<file path="src/rtl/bcd_add_subtract_seq.sv">
// bcd_add_subtract_seq: sequential add/subtract with double-dabble BCD conversion of the result magnitude.
module bcd_add_subtract_seq #(
  parameter int WIDTH  = 8,
  parameter int DIGITS = 3
) (
  input  logic                  clk,
  input  logic                  rst_n,
  input  logic                  enable,
  input  logic                  start,
  input  logic [WIDTH-1:0]      a,
  input  logic [WIDTH-1:0]      b,
  input  logic                  add_sub,
  output logic                  busy,
  output logic                  done,
  output logic [4*DIGITS-1:0]   bcd_result,
  output logic                  cout,
  output logic                  sign_flag
);
  localparam int CW = $clog2(WIDTH + 2);
  localparam int BW = 4 * DIGITS;

  function automatic logic [63:0] pow10(input int n);
    logic [63:0] p;
    p = 64'd1;
    for (int i = 0; i < n; i++) p = p * 64'd10;
    return p;
  endfunction

  generate
    if (WIDTH < 2 || pow10(DIGITS) <= (64'd1 << (WIDTH + 1)) - 64'd2) begin : g_bad_params
      $error("bcd_add_subtract_seq: WIDTH must be >= 2 and DIGITS must hold 2^(WIDTH+1)-2");
    end
  endgenerate

  typedef enum logic {IDLE, CONVERT} state_t;
  state_t state, state_next;

  logic [WIDTH:0]    sr, sum, diff;
  logic [BW-1:0]     acc, adj;
  logic [BW+WIDTH:0] sh;
  logic [CW-1:0]     cnt;
  logic              cout_q, sign_q, lt, go, run, last;

  always_comb begin
    sum  = {1'b0, a} + {1'b0, b};
    lt   = a < b;
    diff = lt ? {1'b0, b} - {1'b0, a} : {1'b0, a} - {1'b0, b};
    go   = state == IDLE && start && !enable;
    run  = state == CONVERT && !enable;
    last = run && cnt == CW'(1);
    state_next = go ? CONVERT : last ? IDLE : state;
    adj = acc;
    for (int i = 0; i < DIGITS; i++)
      adj[4*i +: 4] = acc[4*i +: 4] >= 4'd5 ? acc[4*i +: 4] + 4'd3 : acc[4*i +: 4];
    sh = {adj, sr} << 1;
  end

  assign busy = state == CONVERT;

  always_ff @(posedge clk or negedge rst_n)
    if (!rst_n) state <= IDLE;
    else state <= state_next;

  always_ff @(posedge clk or negedge rst_n) begin
    if (!rst_n) begin
      sr         <= '0;
      acc        <= '0;
      cnt        <= '0;
      cout_q     <= 1'b0;
      sign_q     <= 1'b0;
      done       <= 1'b0;
      bcd_result <= '0;
      cout       <= 1'b0;
      sign_flag  <= 1'b0;
    end else begin
      done <= last;
      if (go) begin
        sr     <= add_sub ? diff : sum;
        acc    <= '0;
        cnt    <= CW'(WIDTH + 1);
        cout_q <= !add_sub && sum[WIDTH];
        sign_q <= add_sub && lt;
      end else if (run) begin
        acc <= sh[BW+WIDTH:WIDTH+1];
        sr  <= sh[WIDTH:0];
        cnt <= cnt - CW'(1);
        if (last) begin
          bcd_result <= sh[BW+WIDTH:WIDTH+1];
          cout       <= cout_q;
          sign_flag  <= sign_q;
        end
      end
    end
  end
endmodule

</file>
<file path="config.mk">
export PLATFORM = sky130hd
export DESIGN_NAME = bcd_add_subtract_seq
export DESIGN_NICKNAME = d
export VERILOG_FILES = /design/src/rtl/bcd_add_subtract_seq.sv
export SDC_FILE = /design/constraint.sdc
export NUM_CORES = 1
export LEC_CHECK = 0
export BUFFER_PORTS_ARGS = -buffer_cell sky130_fd_sc_hd__buf_2
export CORE_MARGIN = 2
export CORE_UTILIZATION = 50
export CTS_BUF_LIST = sky130_fd_sc_hd__clkbuf_4
export DETAILED_ROUTE_END_ITERATION = 8
export PLACE_DENSITY_LB_ADDON = 0.1
export SYNTH_ARGS = -nofsm -noshare
export SYNTH_HDL_FRONTEND = slang
export SYNTH_SLANG_ARGS = --single-unit
</file>
<file path="constraint.sdc">
create_clock -name clk -period 2.23 [get_ports clk]
set_input_delay 0.446 -clock clk [delete_from_list [all_inputs] [get_ports clk]]
set_output_delay 0.446 -clock clk [all_outputs]
set_load 0.005 [all_outputs]
</file>
# ---- Word level (Yosys, flattened, before mapping)
# Index checks and enable logic that the tools add are counted.
dict set report word_totals {
  ff_bits 43
  input_bits 21
}
dict set report classes {
  addsub 7
  magnitude_cmp 4
  n_eq_ne 1
  muxes 13
  n_bitwise 2
  n_reduce_logical 11
}
# op n
set ops {}
lappend ops {{$mux 9} 4}
lappend ops {{$mux 12} 2}
lappend ops {{$sub 8x8->9} 2}
lappend ops {{$mux 4} 4}
lappend ops {{$ge 4x3->1 const B} 3}
lappend ops {{$add 8x8->9} 1}
lappend ops {{$add 4x2->4 const B} 2}
lappend ops {{$lt 8x8->1} 1}
lappend ops {{$logic_and 1x1->1} 6}
lappend ops {{$eq 4x1->1 const B} 1}
lappend ops {{$reduce_bool 2->1} 2}
lappend ops {{$sub 4x1->4 const B} 1}
lappend ops {{$add 3x2->3 const B} 1}
lappend ops {{$mux 3} 1}
lappend ops {{$reduce_and 3->1} 1}
lappend ops {{$logic_not 1->1} 2}
lappend ops {{$mux 1} 2}
lappend ops {{$not 1->1} 2}

# ---- Logic depth before layout (Yosys ltp)
dict set report logic_depth {
  ltp_word 5
  depth_mapped 10
  mapped_depth_nobuf 9
}

# ---- Worst setup path after synthesis
# Ideal clock, no wire load.
dict set report synth_timing {
  path_kind {input -> register}
  startpoint {input a[0]}
  endpoint {register sr[8]}
  setup_ns 0.136
  arrival_ns 1.983
  setup_slack_ns 0.110
  stages 8
  path_buffers 0
  cell_sequence {ha_1 > fa_1 > a21oi_1 > o21bai_2 > a211o_1 > nor3b_1 > o31ai_1 > nand3_1}
}
dict set report synth_between {
  elab_chain_cells 4
  elab_cells_between_ends 7
}
# item line_no
set synth_lines {}
lappend synth_lines {{start, declared} 10} ;# input logic [WIDTH-1:0] a,
lappend synth_lines {{$sub 8x8->9 or $lt 8x8->1 (tied branches)} {47, 46}}
lappend synth_lines {{$mux 9} 47} ;# diff = lt ? {1'b0, b} - {1'b0, a} : {1'b0, a} - {1'b0, b};
lappend synth_lines {{$mux 9 *} 78} ;# sr <= add_sub ? diff : sum;
lappend synth_lines {{$mux 9 *} 77} ;# if (go) begin
lappend synth_lines {{end signal, assigned} 78}
lappend synth_lines {{end signal, assigned} 85} ;# sr <= sh[WIDTH:0];
lappend synth_lines {{end, declared} 38} ;# logic [WIDTH:0] sr, sum, diff;
# Every way passes the cells marked *; elsewhere a longest branch is shown, timed or not.
# A chain may end at the register's enable or synchronous reset.

# ---- Worst setup path after layout
dict set report layout_timing {
  startpoint {input a[1]}
  endpoint {register sr[8]}
}
# Same word-level chain as after synthesis.

==> results.md <==
- Status: finished clean
- Clk root buf: clkbuf_4
- Cts hold-fix bufs: 0
- GP Congestion: 0.888
- Worst Setup Start Kind: primary input
- Initial DRC Count: 121
- All-Layer GR Usage: between 20% and 30%
- Cell count after synthesis: 339
- Detailed-route via count: 2501
- Prevailing post-synth register cell: dfrtp_1
- Worst endpoint data arrival time: 2.41 ns
- EDFF count, synth: 0
- Sequential area share after synthesis: about a third
- Die W: 82.1 um
- Measured slew at the worst slew-check pin: 0.904 ns
- Critical path's largest stage delay: 0.49 ns
- Peak supply drop: 0.000633 V
- Mapped Nets: between 300 and 400
- Clk_lat worst skew: 0.36 ns
- Number of H-tree levels: 2
- FMAX: 474 MHz
- Clock Power Share: 15.8%
- CTS tree: done
- Pwr Density: between 800 and 900 nW/um2
- Flops & latches, synth: 43
- Largest net degree at the start of global routing: 44
- Layout area overhead: 15.0%
- FILL cells: 559
- Setup violators final: 0
- Vias/cell: 5.29
- Total iterations of the first detailed-routing run: 4
- P_int: approximately 2 mW
- Syn_area_per_cell: 9.00 um2
- Final ANT Viol Nets: 0
- Hold WS: around 0.13 ns
- Mapped Area: a little over 3000 um2
- Worst Skew: between 0.01 and 0.015 ns
- Commonest non-fill, non-tap cell in the layout: nand2_1
- Combinational power share: 42.8%
- Antenna violations before repair: 0
- Slew Limit Fails: 0
- Post-CTS Setup Inserts: 0
- Setup crit end kind: register
- Cell area after layout: between 3000 and 4000 um2
- Psw: 1.20 mW
- Worst path cell trace: buf_2 -> inv_1 -> ha_1 -> nor2b_1 -> o2111ai_1 -> and3_4 -> nor2_1 -> a2111oi_0 -> a221oi_1 -> nand3_1
- Max cap viols: 0
- Io pins: 37
- Top cells by area, synth: dfrtp_1, ha_1, nand2_1, o21ai_0, inv_1
- DIE HEIGHT: between 80 and 90 um
- Most frequent cells in the layout: nand2_1, dfrtp_1, buf_2, o21ai_0, ha_1
- Worst EP required: 2.53 ns
- Syn. warnings: 0
- Post-CTS Resized: 0
- Die ar.: 6740 um2
- Final core utilization: 59.3%
- Net Sw Frac: 38.1%
- Final Hold Vio Count: 0
- Post-detail-place hpwl: roughly 4800 um
- Port Buffers: 36
- Grt ovf: 0
- Total CTS buffers: 5
- First-pass GRT wire length: around 11000 um
- Routed len/inst: between 10 and 15 um
- Top cell type's share of synthesized area: 35.3%
- Max_slew headroom: roughly two fifths
- RSZ-0062 raised after global routing: no
- DRC viols: 0
- Fraction of layout cells with a size suffix above 1: 23.4%
- Final nets: 453
- Ys async rst share: 100%
- Bufs on Longest Clock Path: 2
- Initial core utilization: 51.5%
- Row count: 28
- Min Tclk post-route: between 2 and 2.5 ns
- PnR Total Power: 3.15 mW
- Antenna cells: 0
- Number of global-route vias before repair: ~2500
- Clock Sink Count: 43
- Final wirelength: 6130 um
- Seq pwr share: 41.4%
- Crit share post-route: 94.5%
- Leading area contributor after synthesis: dfrtp_1
- Library cells used by synthesis: 64
- Multi-input gate area: 1740 um2
- Seq. cell area: 1080 um2
- Hold WC Path Type: primary input to asynchronous set/reset pin
- Clk pin slew, worst setup/hold paths: 0.13 ns
- Placed inst area: 3430 um2
- Pleak: between 1.5 and 2 nW
- Slowest cell on the critical path: a2111oi_0
- Core ar.: 5920 um2
- Critical Path Fanout Max: 4
- Setup CP Type: primary input to register
## routing by layer
| layer | global-route usage, % | routed length, um | share of wire (%) |
|---|---|---|---|
| met1 | 23.3 | 2740 | 45 |
| met2 | 38.9 | 3120 | 51 |
| met3 | 2.50 | 157 | 2.6 |
| met4 | 8.83 | 116 | 1.9 |
| met5 | 0 | 0 | 0 |
## cell usage after synthesis, types with 2 or more instances
cell,number
o21ai_0,34
o21ai_1,9
o31ai_1,3
o21bai_1,3
o21a_1,2
nand2_1,47
mux2_2,2
a2111oi_0,2
xnor2_1,9
nor2_1,19
nor2b_1,8
ha_1,32
a221oi_1,2
buf_4,3
a21oi_1,13
a31o_1,2
dfrtp_1,43
nor3_1,7
clkbuf_8,4
a21boi_0,2
nand3_1,4
nor4_1,3
a21o_2,2
inv_1,29
nand2b_1,3
clkbuf_1,5
fa_1,3
nor3b_1,3
a22oi_1,6
## power by group through the flow
| stage | registers [mW] | clock network (mW) | logic (mW) |
|---|---|---|---|
| after floorplan | 1.29 | 0 | 0.962 |
| after global placement | 1.32 | 0 | 1.33 |
| after detailed placement | 1.32 | 0 | 1.36 |
| after CTS | 1.31 | 0.508 | 1.37 |
| after global routing | 1.36 | 0.536 | 1.58 |
| final | 1.30 | 0.497 | 1.35 |
## per-stage QoR
step / TNS (ns) / instances / setup slack (ns)
after detailed placement: -1.01 / 465 / -0.221
after global routing: 0 / 473 / 0.0420
after floorplan: 0 / 339 / 0.110
after CTS: 0 / 473 / 0.160
after global placement: -0.786 / 465 / -0.147
final: 0 / 473 / 0.122
## sequential cells by signal (all words and copies together) (netlist names)
| name | flops |
|---|---|
| acc | 12 |
| bcd_result | 12 |
| busy | 1 |
| cnt | 4 |
| cout | 1 |
| cout_q | 1 |
| done | 1 |
| sign_flag | 1 |
| sign_q | 1 |
| sr | 9 |
## worst max-delay path, delay by kind of cell
family | cells | cell delay [ns]
compound gates | 3 | 0.87
fa+ha+maj | 1 | 0.31
buf+inv | 2 | 0.17
simple gates | 4 | 0.61
## cell families (layout without fill, tap and decap cells)
logic type	count (synthesis)	in the layout	synth area share (%)
compound gates	98	98	21.5
xor+xnor	10	10	2.87
simple gates	105	105	16.8
mux	2	2	0.738
buf+inv	46	105	7.79
fa+ha+maj	35	35	15.1
flops	43	43	35.3
## worst paths after layout
kind / start / end / slack, ns / cells after the start
max in group asynchronous: rst_n / acc[11] / 1.73 / 2
min: rst_n / bcd_result[1] / 0.13 / 2
min reg2reg: bcd_result[0] / bcd_result[0] / 0.48 / 2
max: a[1] / sr[8] / 0.12 / 10
min in group clk: b[0] / sr[0] / 0.43 / 3
max reg2reg: busy / sr[8] / 0.34 / 5
## final cells by class
cell class	instances	share of cell area, %
well taps	75	2.67
repair buffers	66	11.5
multi-input cells	250	49.5
clock inverters	3	1.25
clock buffers	5	1.07
flip-flops and latches	43	30.6
inverters	31	3.31
(Power assumes the default switching activity.)
